[config.mk]
export PLATFORM = sky130hd
export DESIGN_NAME = ltc2308_responder
export DESIGN_NICKNAME = d
export VERILOG_FILES = /design/src/rtl/ltc2308_responder.sv
export SDC_FILE = /design/constraint.sdc
export NUM_CORES = 1
export LEC_CHECK = 0
export CAP_MARGIN = 40
export CORE_ASPECT_RATIO = 1.2
export CORE_UTILIZATION = 41
export CTS_CLUSTER_DIAMETER = 50
export CTS_CLUSTER_SIZE = 14
export DETAILED_ROUTE_END_ITERATION = 7
export PLACE_DENSITY_LB_ADDON = 0.3
export SYNTH_ARGS = -nofsm -noshare
export SYNTH_HDL_FRONTEND = slang
export SYNTH_SLANG_ARGS = --single-unit
export TNS_END_PERCENT = 20
[constraint.sdc]
create_clock -name clk -period 6.2 [get_ports clk]
set_clock_uncertainty 0.15 [all_clocks]
set_input_delay 0.62 -clock clk [delete_from_list [all_inputs] [get_ports clk]]
set_output_delay 0.62 -clock clk [all_outputs]
set_load 0.02 [all_outputs]
[src/rtl/ltc2308_responder.sv]
// LTC2308 ADC emulator: answers CONVST/SCK/SDI from an on-chip master with
// data from an 8-entry channel register file, using the previous frame's config word.
module ltc2308_responder #(
  parameter int SYNC_STAGES = 2,
  parameter int CONV_CYCLES = 80
) (
  input  logic        clk,
  input  logic        reset,
  input  logic        convst,
  input  logic        sck,
  input  logic        sdi,
  output logic        sdo,
  input  logic        wr_en,
  input  logic [2:0]  wr_ch,
  input  logic [11:0] wr_data,
  output logic        busy,
  output logic        frame_done,
  output logic [5:0]  cfg
);

  localparam int CW = (CONV_CYCLES > 1) ? $clog2(CONV_CYCLES) : 1;

  localparam logic [1:0] IDLE  = 2'd0;
  localparam logic [1:0] CONV  = 2'd1;
  localparam logic [1:0] SHIFT = 2'd2;
  localparam logic [1:0] DONE  = 2'd3;

  logic [SYNC_STAGES:0]   convst_s;
  logic [SYNC_STAGES:0]   sck_s;
  logic [SYNC_STAGES-1:0] sdi_s;
  logic                   convst_rise;
  logic                   sck_rise;
  logic                   sck_fall;
  logic                   sdi_q;

  logic [1:0]    state;
  logic [CW-1:0] count;
  logic [3:0]    bit_cnt;
  logic [4:0]    cfg_shift;
  logic [11:0]   shift_reg;
  logic [11:0]   ram [8];

  logic [2:0]  ch_p;
  logic [2:0]  ch_n;
  logic [12:0] diff;
  logic [11:0] result;

  // Top bit of each pin chain is the edge-detector history flop; the edge
  // pulse is registered so sdo lands SYNC_STAGES+2 clk after a pin change.
  always_ff @(posedge clk) begin
    if (reset) begin
      convst_s    <= '0;
      sck_s       <= '0;
      sdi_s       <= '0;
      convst_rise <= 1'b0;
      sck_rise    <= 1'b0;
      sck_fall    <= 1'b0;
      sdi_q       <= 1'b0;
    end else begin
      convst_s    <= (SYNC_STAGES+1)'({convst_s, convst});
      sck_s       <= (SYNC_STAGES+1)'({sck_s, sck});
      sdi_s       <= SYNC_STAGES'({sdi_s, sdi});
      convst_rise <= convst_s[SYNC_STAGES-1] & ~convst_s[SYNC_STAGES];
      sck_rise    <= sck_s[SYNC_STAGES-1] & ~sck_s[SYNC_STAGES];
      sck_fall    <= ~sck_s[SYNC_STAGES-1] & sck_s[SYNC_STAGES];
      sdi_q       <= sdi_s[SYNC_STAGES-1];
    end
  end

  always_ff @(posedge clk) begin
    if (reset) begin
      for (int unsigned i = 0; i < 8; i++) ram[i] <= '0;
    end else if (wr_en) begin
      ram[wr_ch] <= wr_data;
    end
  end

  // Channel index is {S1,S0,O/S}; the differential partner flips O/S.
  assign ch_p = {cfg[3], cfg[2], cfg[4]};
  assign ch_n = {cfg[3], cfg[2], ~cfg[4]};

  always_comb begin
    diff = {1'b0, ram[ch_p]} - {1'b0, ram[ch_n]};
    if (cfg[5]) begin
      result = cfg[1] ? ram[ch_p] : (ram[ch_p] ^ 12'h800);
    end else if (cfg[1]) begin
      result = diff[12] ? '0 : diff[11:0];
    end else begin
      result = diff[12:1];
    end
  end

  always_ff @(posedge clk) begin
    if (reset) begin
      state      <= IDLE;
      sdo        <= 1'b0;
      busy       <= 1'b0;
      frame_done <= 1'b0;
      cfg        <= 6'b100010;
      cfg_shift  <= '0;
      shift_reg  <= '0;
      count      <= '0;
      bit_cnt    <= '0;
    end else begin
      frame_done <= 1'b0;
      // convst outranks any sck edge detected in the same cycle
      if (convst_rise && state != CONV) begin
        state     <= CONV;
        shift_reg <= result;
        count     <= CW'(CONV_CYCLES - 1);
        busy      <= 1'b1;
        sdo       <= 1'b0;
        bit_cnt   <= '0;
      end else begin
        case (state)
          IDLE: sdo <= 1'b0;
          CONV: begin
            if (count == '0) begin
              state   <= SHIFT;
              busy    <= 1'b0;
              sdo     <= shift_reg[11];
              bit_cnt <= '0;
            end else begin
              count <= count - 1'b1;
            end
          end
          SHIFT: begin
            if (sck_rise) begin
              if (bit_cnt < 4'd5) cfg_shift <= {cfg_shift[3:0], sdi_q};
              if (bit_cnt == 4'd5) cfg <= {cfg_shift, sdi_q};
              if (bit_cnt == 4'd11) begin
                frame_done <= 1'b1;
                state      <= DONE;
              end
              bit_cnt <= bit_cnt + 1'b1;
            end else if (sck_fall) begin
              shift_reg <= {shift_reg[10:0], 1'b0};
              sdo       <= shift_reg[10];
            end
          end
          default: begin
            if (sck_fall) sdo <= 1'b0;
          end
        endcase
      end
    end
  end

endmodule
==> results.cfg <==
[grt]
grt_pass1_wl_um = 29610
grt_pass1_vias = 5615
antenna_found_initial = 0
grt_overflow = 0
grt_max_degree = 42
grt_use_total_pct = 19.99

[power]
clock_power_share_pct = 43.5
p_leak_nw = 3.277
finalPower_w = 0.002454
p_int_w = 0.001857
power_frac_seq_pct = 46.5
swShare_pct = 24.34
p_switching_w = 0.0005974
power.density_mw_per_mm2 = 263.0
pwr-share-comb_pct = 10.0
peakVddDrop_v = 0.0001941

[die]
core_area_mm2 = 0.01906
io_pins = 30
rows = 55
die_h_um = 155.5
dieWidth_um = 129.9
die_area_mm2 = 0.02020
start_util_pct = 42.22

[place]
dpl-instance-area_mm2 = 0.008731
portBuffers = 29
dpl.hpwl_um = 13110
place_congestion = 0.8782
dp_slack_ns = 2.315

[drt]
antenna_left = 0
first_iter_violations = 446
dr.pass1.iters = 7
vias = 5398
wl_per_cell_um = 19.57
drt_wl_total_um = 18730
drc = 0
avgViaCountPerCell = 5.641

[cells_and_area]
final_cell_area_mm2 = 0.009331
largest_reg_flops = 96
antennaDiodeCount = 0
area_delta_synth_final_pct = 15.95
drive_above_1_share_pct = 18.40
final_nets = 730

[logic_synthesis]
ys_ff_latch = 150
syn-num-nets = 699
yosys.area_share.xor_xnor_pct = 1.524
synth_simple_gate_area_share_pct = 15.50
synth_fa_ha_area_share_pct = 3.358
synth_mux_area_share_pct = 19.20
async_flop_share_pct = 0
synth_area_mm2 = 0.008048
synth-edff-count = 96
postSynthAreaPerCell_um2 = 12.25
synth-seq-area-share_pct = 49.25
synth_cell_types = 60
synth_compound_gate_area_share_pct = 8.489
synth_top_family_by_area = multiplexers
synth_warnings = 0
synth_ff_type = edfxtp_1
synthCells = 657

[clock_tree]
numCtsBuffers = 17
ctsHoldBuffers = 0
cts_resized = 0
clockBufferDepth = 2
path_clk_slew_ns = 0.06
clock_latency_ns = 0.43
root_buffer = clkbuf_16
htree_levels = 4
clkSinkCount = 150
post_cts.repair.setup_buffers = 0
cts_tree = yes

[timing]
finalCritPeriodShare_pct = 62.34
whs_ns = 0.2408
layout_min_cycle_time_ns = 3.865
drv_slew = 0
grt_setup_unrepaired = no
setup_tns_ns = 0
hold_viol = 0
layout_setup_ws_ns = 2.335
max_freq_ghz = 0.2587
max_slew_margin_pct = 36.04
setup_viol = 0
worst_pin_slew_ns = 0.9592

[min_path]
hold_class = register to register

[worst_setup_path]
arrival_ns = 4.04
crit_path_top_delay_cell = mux4_2
cp-start-kind = register
path_cells = buf_4 -> mux4_2 -> mux2_2 -> ha_1 -> o211a_1 -> o31a_1 -> o211ai_1 -> a31oi_1 -> mux2_2 -> o311a_1
required_ns = 6.37
crit_top_cell = mux2_2
path_buf_inv = 1
end_kind = register
critPathTopFamily = multiplexers
path_class = register to register
critPathMaxStageDelay_ns = 0.57
path_max_fanout = 25

[job]
cap_violations = 0

[outcome]
status = complete, no violations
==> final cells by class <==
class,instances,area (µm²)
inverter,17,63.81
timing repair buffer,49,495.5
fill,1699,9731
sequential,150,3965
clock buffer,18,429.2
tap,256,320.3
multi-input combinational,453,3886
clock inverter,14,171.4
==> synth_stat cells (all sizes together) (9+ instances only) <==
library cell  count  share of area [%]
a21oi            28                1.9
and2             98                7.6
buf              11               0.65
clkbuf           26                1.2
dfxtp            54                 13
edfxtp           96                 36
ha               20                3.1
inv              15               0.70
mux2             13                1.8
mux2i            34                4.2
mux4             47                 13
nand2            25                1.2
nor2             41                1.9
nor2b            16                1.2
nor3             12               0.75
o21ai            23                1.4
xor2              9               0.98
==> worst reg2reg max path, delay by kind of cell (launching register included) <==
| family | cells | cell delay [ns] |
|---|---|---|
| compound gates | 5 | 1.24 |
| flops | 1 | 0.31 |
| fa+ha+maj | 1 | 0.37 |
| buf+inv | 1 | 0.41 |
| mux | 3 | 1.28 |
==> cell families after synthesis <==
| group | count (synthesis) |
|---|---|
| xor gates and xnor gates | 14 |
| and+or+nand+nor | 225 |
| buffers and inverters | 54 |
| AOI/OAI and AO/OA | 99 |
| muxes | 94 |
| DFF | 150 |
| adders and majority gates | 21 |
==> cell usage in the layout, fill, tap and decap left out, types with 4 or more instances in the layout <==
cell	count
and2_1	98
edfxtp_1	96
dfxtp_1	53
mux4_2	47
nor2_1	41
mux2i_1	34
clkdlybuf4s50_1	29
a21oi_1	27
nand2_1	25
ha_1	20
o21ai_0	18
clkbuf_16	17
nor2b_1	16
buf_4	16
inv_1	15
mux2_2	13
nor3_1	10
xor2_1	9
a31oi_1	6
xnor2_1	5
nand4_1	5
o32ai_1	5
nand3_1	4
clkinv_1	4
or2_2	4
and3_1	4
a221oi_1	4
a211oi_1	4
inv_6	4
==> worst paths after layout <==
| check | start | to | slack [ns] | depth (start not counted) |
|---|---|---|---|---|
| worst min register to register | convst_s[2] | convst_rise | 0.24 | 1 |
| worst max-delay path | register | shift_reg[11] | 2.33 | 10 |
| worst max register to register | register | shift_reg[11] | 2.33 | 10 |
| worst min-delay path | convst_s[2] | convst_rise | 0.24 | 1 |
==> power by group through the flow <==
stage | sequential (W) | combinational (W) | clock [W]
6_report | 0.00114 | 0.000246 | 0.00107
5_1_grt | 0.00114 | 0.000270 | 0.00112
4_1_cts | 0.00114 | 0.000247 | 0.00108
3_5_place_dp | 0.00116 | 0.000245 | 0
3_3_place_gp | 0.00116 | 0.000238 | 0
2_1_floorplan | 0.00115 | 0.000172 | 0
==> per-stage QoR <==
stage / util (%) / cells
6_report: 48.95 / 957
5_1_grt: 48.95 / 957
4_1_cts: 48.95 / 957
3_5_place_dp: 45.80 / 925
3_3_place_gp: 45.12 / 915
2_1_floorplan: - / 657
==> metal layers <==
| metal | part of all wire [%] | vias up | global-route usage (%) | wire length (µm) |
|---|---|---|---|---|
| li1 | - | 2522 | - | - |
| met1 | 39 | 2691 | 22.65 | 7314 |
| met2 | 54 | 142 | 36.29 | 10100 |
| met3 | 4.1 | 43 | 3.645 | 774 |
| met4 | 2.9 | 0 | 8.638 | 534 |
| met5 | 0 | - | 0 | 0 |
No activity file was read; power rests on OpenSTA's default activity.
